===== src/rtl/mux_sel_sequencer_pkg.sv =====
// mux_sel_sequencer_pkg: shared widths, state encoding and bit-order constants.
package mux_sel_sequencer_pkg;
    localparam int WORD_W = 8;
    localparam int SEL_W = 3;
    typedef enum logic [1:0] {
        IDLE  = 2'd0,
        SHIFT = 2'd1,
        DONE  = 2'd2
    } state_t;
    localparam logic LSB_FIRST = 1'b0;
    localparam logic MSB_FIRST = 1'b1;
endpackage


===== src/rtl/mux_sel_sequencer_hold_div.sv =====
// hold_div: counts 0..DIV-1 while enabled and strobes tc on the last count.
module hold_div #(
    parameter int DIV = 1
) (
    input  logic clk,
    input  logic rst,
    input  logic clear,
    input  logic en,
    output logic tc
);
    localparam int CW = DIV > 1 ? $clog2(DIV) : 1;
    logic [CW-1:0] cnt;
    assign tc = en && cnt == CW'(DIV - 1);
    always_ff @(posedge clk or posedge rst) begin
        if (rst) cnt <= '0;
        else if (clear) cnt <= '0;
        else if (en) cnt <= tc ? '0 : cnt + 1'b1;
    end
endmodule


===== src/rtl/mux_sel_sequencer.sv =====
// mux_sel_sequencer: latches a word and walks the 8:1 mux select across it, DIV clocks per bit.
module mux_sel_sequencer
    import mux_sel_sequencer_pkg::*;
#(
    parameter int DIV = 1
) (
    input  logic              clk,
    input  logic              rst,
    input  logic              in_valid,
    input  logic [WORD_W-1:0] in_data,
    output logic              in_ready,
    input  logic              msb_first,
    input  logic              abort,
    output logic [WORD_W-1:0] word_o,
    output logic [SEL_W-1:0]  sel_o,
    output logic              bit_o,
    output logic              busy,
    output logic              done
);
    state_t state, state_nx;
    logic order, tc, last, accept, step, hold_clr, hold_en;

    assign hold_en  = state == SHIFT;
    assign hold_clr = state != SHIFT || abort;
    assign last     = order == MSB_FIRST ? sel_o == '0 : sel_o == SEL_W'(WORD_W - 1);
    assign accept   = state == IDLE && in_valid && !abort;
    assign step     = state == SHIFT && tc && !last && !abort;

    hold_div #(.DIV(DIV)) u_hold (
        .clk  (clk),
        .rst  (rst),
        .clear(hold_clr),
        .en   (hold_en),
        .tc   (tc)
    );

    always_ff @(posedge clk or posedge rst) begin
        if (rst) state <= IDLE;
        else state <= state_nx;
    end

    always_comb begin
        state_nx = state;
        case (state)
            IDLE:    state_nx = accept ? SHIFT : IDLE;
            SHIFT:   state_nx = abort ? IDLE : (tc && last) ? DONE : SHIFT;
            default: state_nx = IDLE;
        endcase
    end

    always_comb begin
        in_ready = state == IDLE;
        busy     = state == SHIFT;
        done     = state == DONE;
        bit_o    = word_o[sel_o];
    end

    // Terminal index is tested before stepping, so sel_o never wraps.
    always_ff @(posedge clk or posedge rst) begin
        if (rst) begin
            word_o <= '0;
            sel_o  <= '0;
            order  <= LSB_FIRST;
        end else if (accept) begin
            word_o <= in_data;
            order  <= msb_first;
            sel_o  <= msb_first == MSB_FIRST ? SEL_W'(WORD_W - 1) : '0;
        end else if (step) begin
            sel_o  <= order == MSB_FIRST ? sel_o - 1'b1 : sel_o + 1'b1;
        end
    end
endmodule


===== config.mk =====
export PLATFORM = sky130hd
export DESIGN_NAME = mux_sel_sequencer
export DESIGN_NICKNAME = d
export VERILOG_FILES = /design/src/rtl/mux_sel_sequencer_pkg.sv /design/src/rtl/mux_sel_sequencer_hold_div.sv /design/src/rtl/mux_sel_sequencer.sv
export SDC_FILE = /design/constraint.sdc
export NUM_CORES = 1
export LEC_CHECK = 0
export CORE_ASPECT_RATIO = 0.9
export CORE_MARGIN = 3
export CORE_UTILIZATION = 53
export CTS_CLUSTER_DIAMETER = 40
export DETAILED_ROUTE_END_ITERATION = 7
export DONT_BUFFER_PORTS = 1
export HOLD_SLACK_MARGIN = 0.03
export MAX_ROUTING_LAYER = met4
export PLACE_DENSITY = 0.75
export SYNTH_ARGS = -nofsm -noshare
export SYNTH_HDL_FRONTEND = slang
export SYNTH_SLANG_ARGS = --single-unit

===== constraint.sdc =====
create_clock -name clk -period 3.11 [get_ports clk]
set_clock_uncertainty 0.15 [all_clocks]
set_input_delay 0.622 -clock clk [delete_from_list [all_inputs] [get_ports clk]]
set_output_delay 0.622 -clock clk [all_outputs]
set_load 0.03 [all_outputs]

==> results of run 1 <==
==> synth_stat cells <==
| library cell | number | area, um2 |
|---|---|---|
| nand2_1 | 26 | 97.6 |
| dfrtp_1 | 15 | 375 |
| inv_1 | 5 | 18.8 |
| a21oi_1 | 4 | 20.0 |
| mux4_2 | 2 | 45.0 |
| nor2_1 | 2 | 7.51 |
| nor2b_1 | 2 | 12.5 |
| a31oi_1 | 1 | 6.26 |
| and2_4 | 1 | 8.76 |
| and2b_2 | 1 | 8.76 |
| and3_1 | 1 | 6.26 |
| and3_2 | 1 | 7.51 |
| clkbuf_1 | 1 | 3.75 |
| clkbuf_8 | 1 | 13.8 |
| conb_1 | 1 | 3.75 |
| fa_1 | 1 | 20.0 |
| mux2_2 | 1 | 11.3 |
| nand3_1 | 1 | 5.00 |
| nand4_1 | 1 | 6.26 |
| nand4b_1 | 1 | 8.76 |
| nor4b_2 | 1 | 15.0 |
| o211ai_1 | 1 | 7.51 |
| o21ai_0 | 1 | 5.00 |
| o31ai_2 | 1 | 12.5 |
| or3_2 | 1 | 7.51 |
| or4b_4 | 1 | 13.8 |
| xnor2_1 | 1 | 8.76 |
| xor2_1 | 1 | 8.76 |
==> worst paths after layout <==
kind                            slack (ns)  cells past startpoint                   start               endpoint
worst min register to register        0.42                      2  u_hold.cnt$_DFFE_PP0P_     state[0]$_DFF_PP0_
worst min-delay path                  0.11                      1                     rst  word_o[2]$_DFFE_PP0P_
worst max register to register        0.95                      6    sel_o[0]$_DFFE_PP0P_   sel_o[2]$_DFFE_PP0P_
worst max-delay path                  0.47                      2    sel_o[0]$_DFFE_PP0P_                  bit_o
min in group clk                      0.29                      2              in_data[6]  word_o[6]$_DFFE_PP0P_
max in group asynchronous             2.34                      1                     rst  word_o[4]$_DFFE_PP0P_
==> worst reg2reg max path, stage by stage, from the launching register on <==
cell and delay [ns]:
dfrtp_1 0.67, inv_1 0.18, fa_1 0.46, xnor2_1 0.18, nand4_1 0.13, xor2_1 0.17
a21oi_1 0.15
==> logic make-up (layout without fill, tap and decap cells) <==
| kind of cell | count (synthesis) | count (layout) |
|---|---|---|
| xor+xnor | 2 | 2 |
| simple gates | 40 | 40 |
| flops | 15 | 15 |
| buf+inv | 7 | 9 |
| mux | 3 | 3 |
| other cells | 1 | 1 |
| fa+ha+maj | 1 | 1 |
| compound gates | 8 | 8 |
==> registers in the layout (all words and copies together) (netlist names) <==
signal      count
state           2
sel_o           3
u_hold.cnt      1
word_o          8
order           1
==> area by class of cell <==
type / instances / area, um2
clock buffers: 3 / 22.5
clock inverters: 1 / 5.00
fillers: 116 / 498
inverters: 5 / 18.8
multi-input cells: 55 / 354
flip-flops and latches: 15 / 375
well taps: 14 / 17.5
==> power groups by stage <==
stage               Combinational, mW  Sequential (mW)  Clock (mW)
floorplan                       0.184            0.377           0
global placement                0.198            0.395           0
detailed placement              0.204            0.398           0
CTS                             0.204            0.394       0.115
global route                    0.227            0.402       0.126
finish                          0.202            0.392       0.111
==> routing by layer <==
layer / part of all wire [%] / routed length (um)
met1: 41 / 614
met2: 52 / 770
met3: 6.7 / 99
met4: 0 / 0
met5: 0 / 0
==> impl_metrics.yaml, run 1 <==
layout:
  final_common_cell: "nand2_1"
  layout.nets: 94
  antennaDiodeCount: 0
  final_area_um2: 793
  drive_gt1_share_pct: 17.7
  mostFrequentLayoutCells: "nand2_1, dfrtp_1, inv_1, a21oi_1, clkbuf_4"
  layout.cells.non_filler: 93
  layout.core_utilization_pct: 61.4
  area_delta_synth_final_pct: 3.59
floorplan:
  start_util_pct: 59.3
  die-area_um2: 1940
  core_area_um2: 1290
  die_h_um: 42.1
  rows: 12
  die_w_um: 46.1
  ios: 28
timing:
  worst_slack_ns: 0.468
  fin_crit_sh_pct: 85.0
  hold_ws_ns: 0.107
  period_minus_slack_ns: 2.64
  final.setup.tns_ns: 0
  max_freq_mhz: 378
  rsz0062_at_grt: "no"
  worst_slew_pin_slew_ns: 0.648
  setup_viol: 0
  max_slew_margin_pct: 56.6
  hold_viol_final: 0
  slew_violations: 0
drt:
  wl_um: 1480
  avgRoutedWirePerCell_um: 16.0
  drt.antenna.violating_nets: 0
  via_count: 547
  dr.pass1.iters: 4
  post_drt_via_cell_ratio: 5.88
  drt-initial-drc-count: 14
  route.detailed.drc: 0
yosys:
  synth-seq-cells: 15
  yosysSeqAreaShare_pct: 49.0
  synth.avg_cell_area_um2: 9.94
  synth-simple-area-share_pct: 26.8
  synthCells: 77
  yosys.area_share.adder_pct: 2.61
  syn-num-nets: 91
  synth_warnings: 0
  synth_cell_type_count: 28
  synthXorXnorAreaFrac_pct: 2.29
  syn-cell-area_um2: 766
  synth_top_family_by_area: "simple AND/OR/NAND/NOR gates"
  synth-compound-area-share_pct: 6.70
  synth.mux.area_fraction_pct: 7.35
power:
  combPwrFrac_pct: 28.6
  sw_frac_of_total_pct: 45.9
  power.internal_mw: 0.381
  seqPwrFrac_pct: 55.7
  pwr_density_cell_nw_per_um2: 888
  vdd_drop_max_mv: 0.423
  p_clk_share_pct: 15.7
  power.total_mw: 0.705
  total_leakage_power_nw: 0.390
  switchingPower_mw: 0.324
grt:
  busiest_layer: "met2"
  grt_pass1_vias: 581
  grt_pass1_wl_um: 2500
  grt_usage_pct: 18.2
  met3_usage_pct: 8.15
  grt_max_degree: 16
  met2_usage_pct: 28.3
  use_met1_pct: 21.2
  grt_overflow: 0
  antenna_found_initial: 0
setup_path:
  crit_slowest_cell: "dfrtp_1"
  setup.worst_path.end_class: "output port"
  crit_buf_inv: 0
  worstSetupPathType: "flip-flop to output port"
  crit_family: "multiplexers"
  cp_max_fo: 7
  critical_path.max_stage_delay_ns: 0.67
  start_kind: "flip-flop"
  arrival_ns: 1.87
  path_cells: "mux4_2 -> mux2_2"
  required_ns: 2.34
clock_tree:
  ctsHtreeMaxLevel: 1
  path_clk_slew_ns: 0.09
  post_cts_resized: 0
  cts_root_buf: "clkbuf_4"
  postCtsHoldBufs: 0
  cts_tree: "yes"
  clk_path_buf_depth: 2
  cts.sinks: 15
  insertion_delay_ns: 0.28
  post_cts_buffers: 0
  numCtsBuffers: 3
placed_design:
  io_buffers: 0
  dpl-instance-area_um2: 766
  dp_hpwl_um: 1120
  dpl_worst_slack_ns: 0.770
  gp_congestion: 0.842
  place_inst: 89
hold_path:
  hold_class: "primary input to async pin"
status:
  outcome: "complete, no violations"
job:
  cap_violations: 0
No activity file was read; power rests on OpenSTA's default activity.
==> run 2: changes to the inputs <==
==> constraint.sdc (replaced) <==
create_clock -name clk -period 2.5 [get_ports clk]
set_clock_uncertainty 0.15 [all_clocks]
set_input_delay 0.5 -clock clk [delete_from_list [all_inputs] [get_ports clk]]
set_output_delay 0.5 -clock clk [all_outputs]
set_load 0.03 [all_outputs]
==> run 2 against run 1 <==
  * First-iteration DRC count shrank 43%
  * Sequential share of layout area fell by 1.6 points
  * Combinational power grew 46%
  * Setup slack got worse by 0.30 ns
  * Via count up 2.0%
  * Final cell count grew 3.2%
  * Flip-flop and latch count stayed put
  * Critical path depth unchanged
  * Die area unchanged
  * Wire length up 6.7%
  * Design area increased by 3.5%
  * Power grew 29%
  * Critical endpoint unchanged
  * Largest power group unchanged
==> impl_metrics.yaml, run 2 (synthesized netlist as in run 1, its figures left out) <==
floorplan:
  rows: 12
  core_area_um2: 1290
  die-area_um2: 1940
  start_util_pct: 59.3
  die_h_um: 42.1
  ios: 28
  die_w_um: 46.1
timing:
  hold_viol_final: 0
  setup_viol: 0
  period_minus_slack_ns: 2.33
  rsz0062_at_grt: "no"
  hold_ws_ns: 0.167
  fin_crit_sh_pct: 93.2
  max_slew_margin_pct: 57.5
  final.setup.tns_ns: 0
  max_freq_mhz: 429
  worst_slew_pin_slew_ns: 0.636
  slew_violations: 0
job:
  cap_violations: 0
power:
  combPwrFrac_pct: 32.3
  vdd_drop_max_mv: 0.575
  pwr_density_cell_nw_per_um2: 1110
  total_leakage_power_nw: 0.399
  seqPwrFrac_pct: 51.8
  switchingPower_mw: 0.419
  p_clk_share_pct: 15.9
  power.internal_mw: 0.491
  sw_frac_of_total_pct: 46.1
layout:
  mostFrequentLayoutCells: "nand2_1, dfrtp_1, inv_1, a21oi_1, clkbuf_4"
  final_common_cell: "nand2_1"
  regMostFlops: "word_o"
  antennaDiodeCount: 0
  largest_reg_flops: 8
  largestRegisters: "word_o x8, sel_o x3, state x2"
  area_delta_synth_final_pct: 7.19
  drive_gt1_share_pct: 19.5
  layout.cells.non_filler: 96
  num-fill-cells: 117
  layout.nets: 97
drt:
  route.detailed.drc: 0
  wl_um: 1580
  post_drt_via_cell_ratio: 5.81
  via_count: 558
  drt.antenna.violating_nets: 0
  dr.pass1.iters: 4
  drt-initial-drc-count: 8
  avgRoutedWirePerCell_um: 16.5
setup_path:
  worstSetupPathType: "flip-flop to output port"
  cp_max_fo: 3
  crit_buf_inv: 0
  required_ns: 1.85
  path_cells: "mux4_2 -> mux2_2"
  arrival_ns: 1.68
  crit_family: "multiplexers"
  setup.worst_path.end_class: "output port"
  crit_slowest_cell: "dfrtp_1"
  start_kind: "flip-flop"
  critical_path.max_stage_delay_ns: 0.53
placed_design:
  dp_hpwl_um: 1190
  io_buffers: 0
  gp_congestion: 0.888
  place_inst: 91
hold_path:
  hold_class: "primary input to flip-flop"
grt:
  antenna_found_initial: 0
  grt_pass1_vias: 586
  grt_usage_pct: 20.2
  grt_overflow: 0
  grt_pass1_wl_um: 2780
  grt_max_degree: 16
clock_tree:
  postCtsHoldBufs: 1
  ctsHtreeMaxLevel: 1
  clk_path_buf_depth: 2
  cts.sinks: 15
  numCtsBuffers: 3
  cts_root_buf: "clkbuf_4"
  post_cts_resized: 0
  post_cts_buffers: 0
  cts_tree: "yes"
  path_clk_slew_ns: 0.10
  insertion_delay_ns: 0.28
status:
  outcome: "complete, no violations"
==> run 2: area by class of cell <==
class / count / area [um2] / share of cell area (%)
clock buffers: 3 / 22.5 / 2.74
well taps: 14 / 17.5 / 2.13
multi-input cells: 55 / 354 / 43.1
flip-flops and latches: 15 / 375 / 45.7
inverters: 5 / 18.8 / 2.29
repair buffers: 3 / 25.0 / 3.05
clock inverters: 1 / 7.51 / 0.915
==> run 2: per-stage QoR <==
stage / power (mW) / util [%] / cell area, um2 / setup WS [ns]
detailed placement: 0.769 / 60.5 / 781 / 0.477
global route: 0.969 / 63.6 / 821 / 0.102
global placement: 0.753 / 60.5 / 781 / 0.505
finish: 0.910 / 63.6 / 821 / 0.169
floorplan: 0.698 / - / 766 / 0.360
CTS: 0.912 / 63.6 / 821 / 0.171
==> run 2: path summary, 6_finish.rpt <==
check	slack (ns)	startpoint	cells past startpoint	endpoint
worst max register to register	0.46	sel_o[1]$_DFFE_PP0P_	6	sel_o[2]$_DFFE_PP0P_
worst min register to register	0.44	u_hold.cnt$_DFFE_PP0P_	2	state[0]$_DFF_PP0_
max in group asynchronous	1.26	rst	2	sel_o[0]$_DFFE_PP0P_
worst min-delay path	0.17	in_data[7]	2	word_o[7]$_DFFE_PP0P_
min in group asynchronous	0.57	rst	2	word_o[1]$_DFFE_PP0P_
worst max-delay path	0.17	word_o[3]$_DFFE_PP0P_	2	bit_o
==> run 2: metal layers <==
layer	vias to the layer above	GRT usage (%)	wire (um)
met5	-	-	0
met4	0	4.55	9
met3	2	6.44	102
met2	20	31.0	843
met1	272	25.7	627
li1	264	-	-
==> run 2: power by group through the flow <==
stage,clock network (mW),logic (mW),registers [mW]
2_1_floorplan,0,0.229,0.469
3_3_place_gp,0,0.279,0.474
3_5_place_dp,0,0.293,0.477
4_1_cts,0.146,0.295,0.471
5_1_grt,0.160,0.327,0.482
6_report,0.145,0.294,0.471
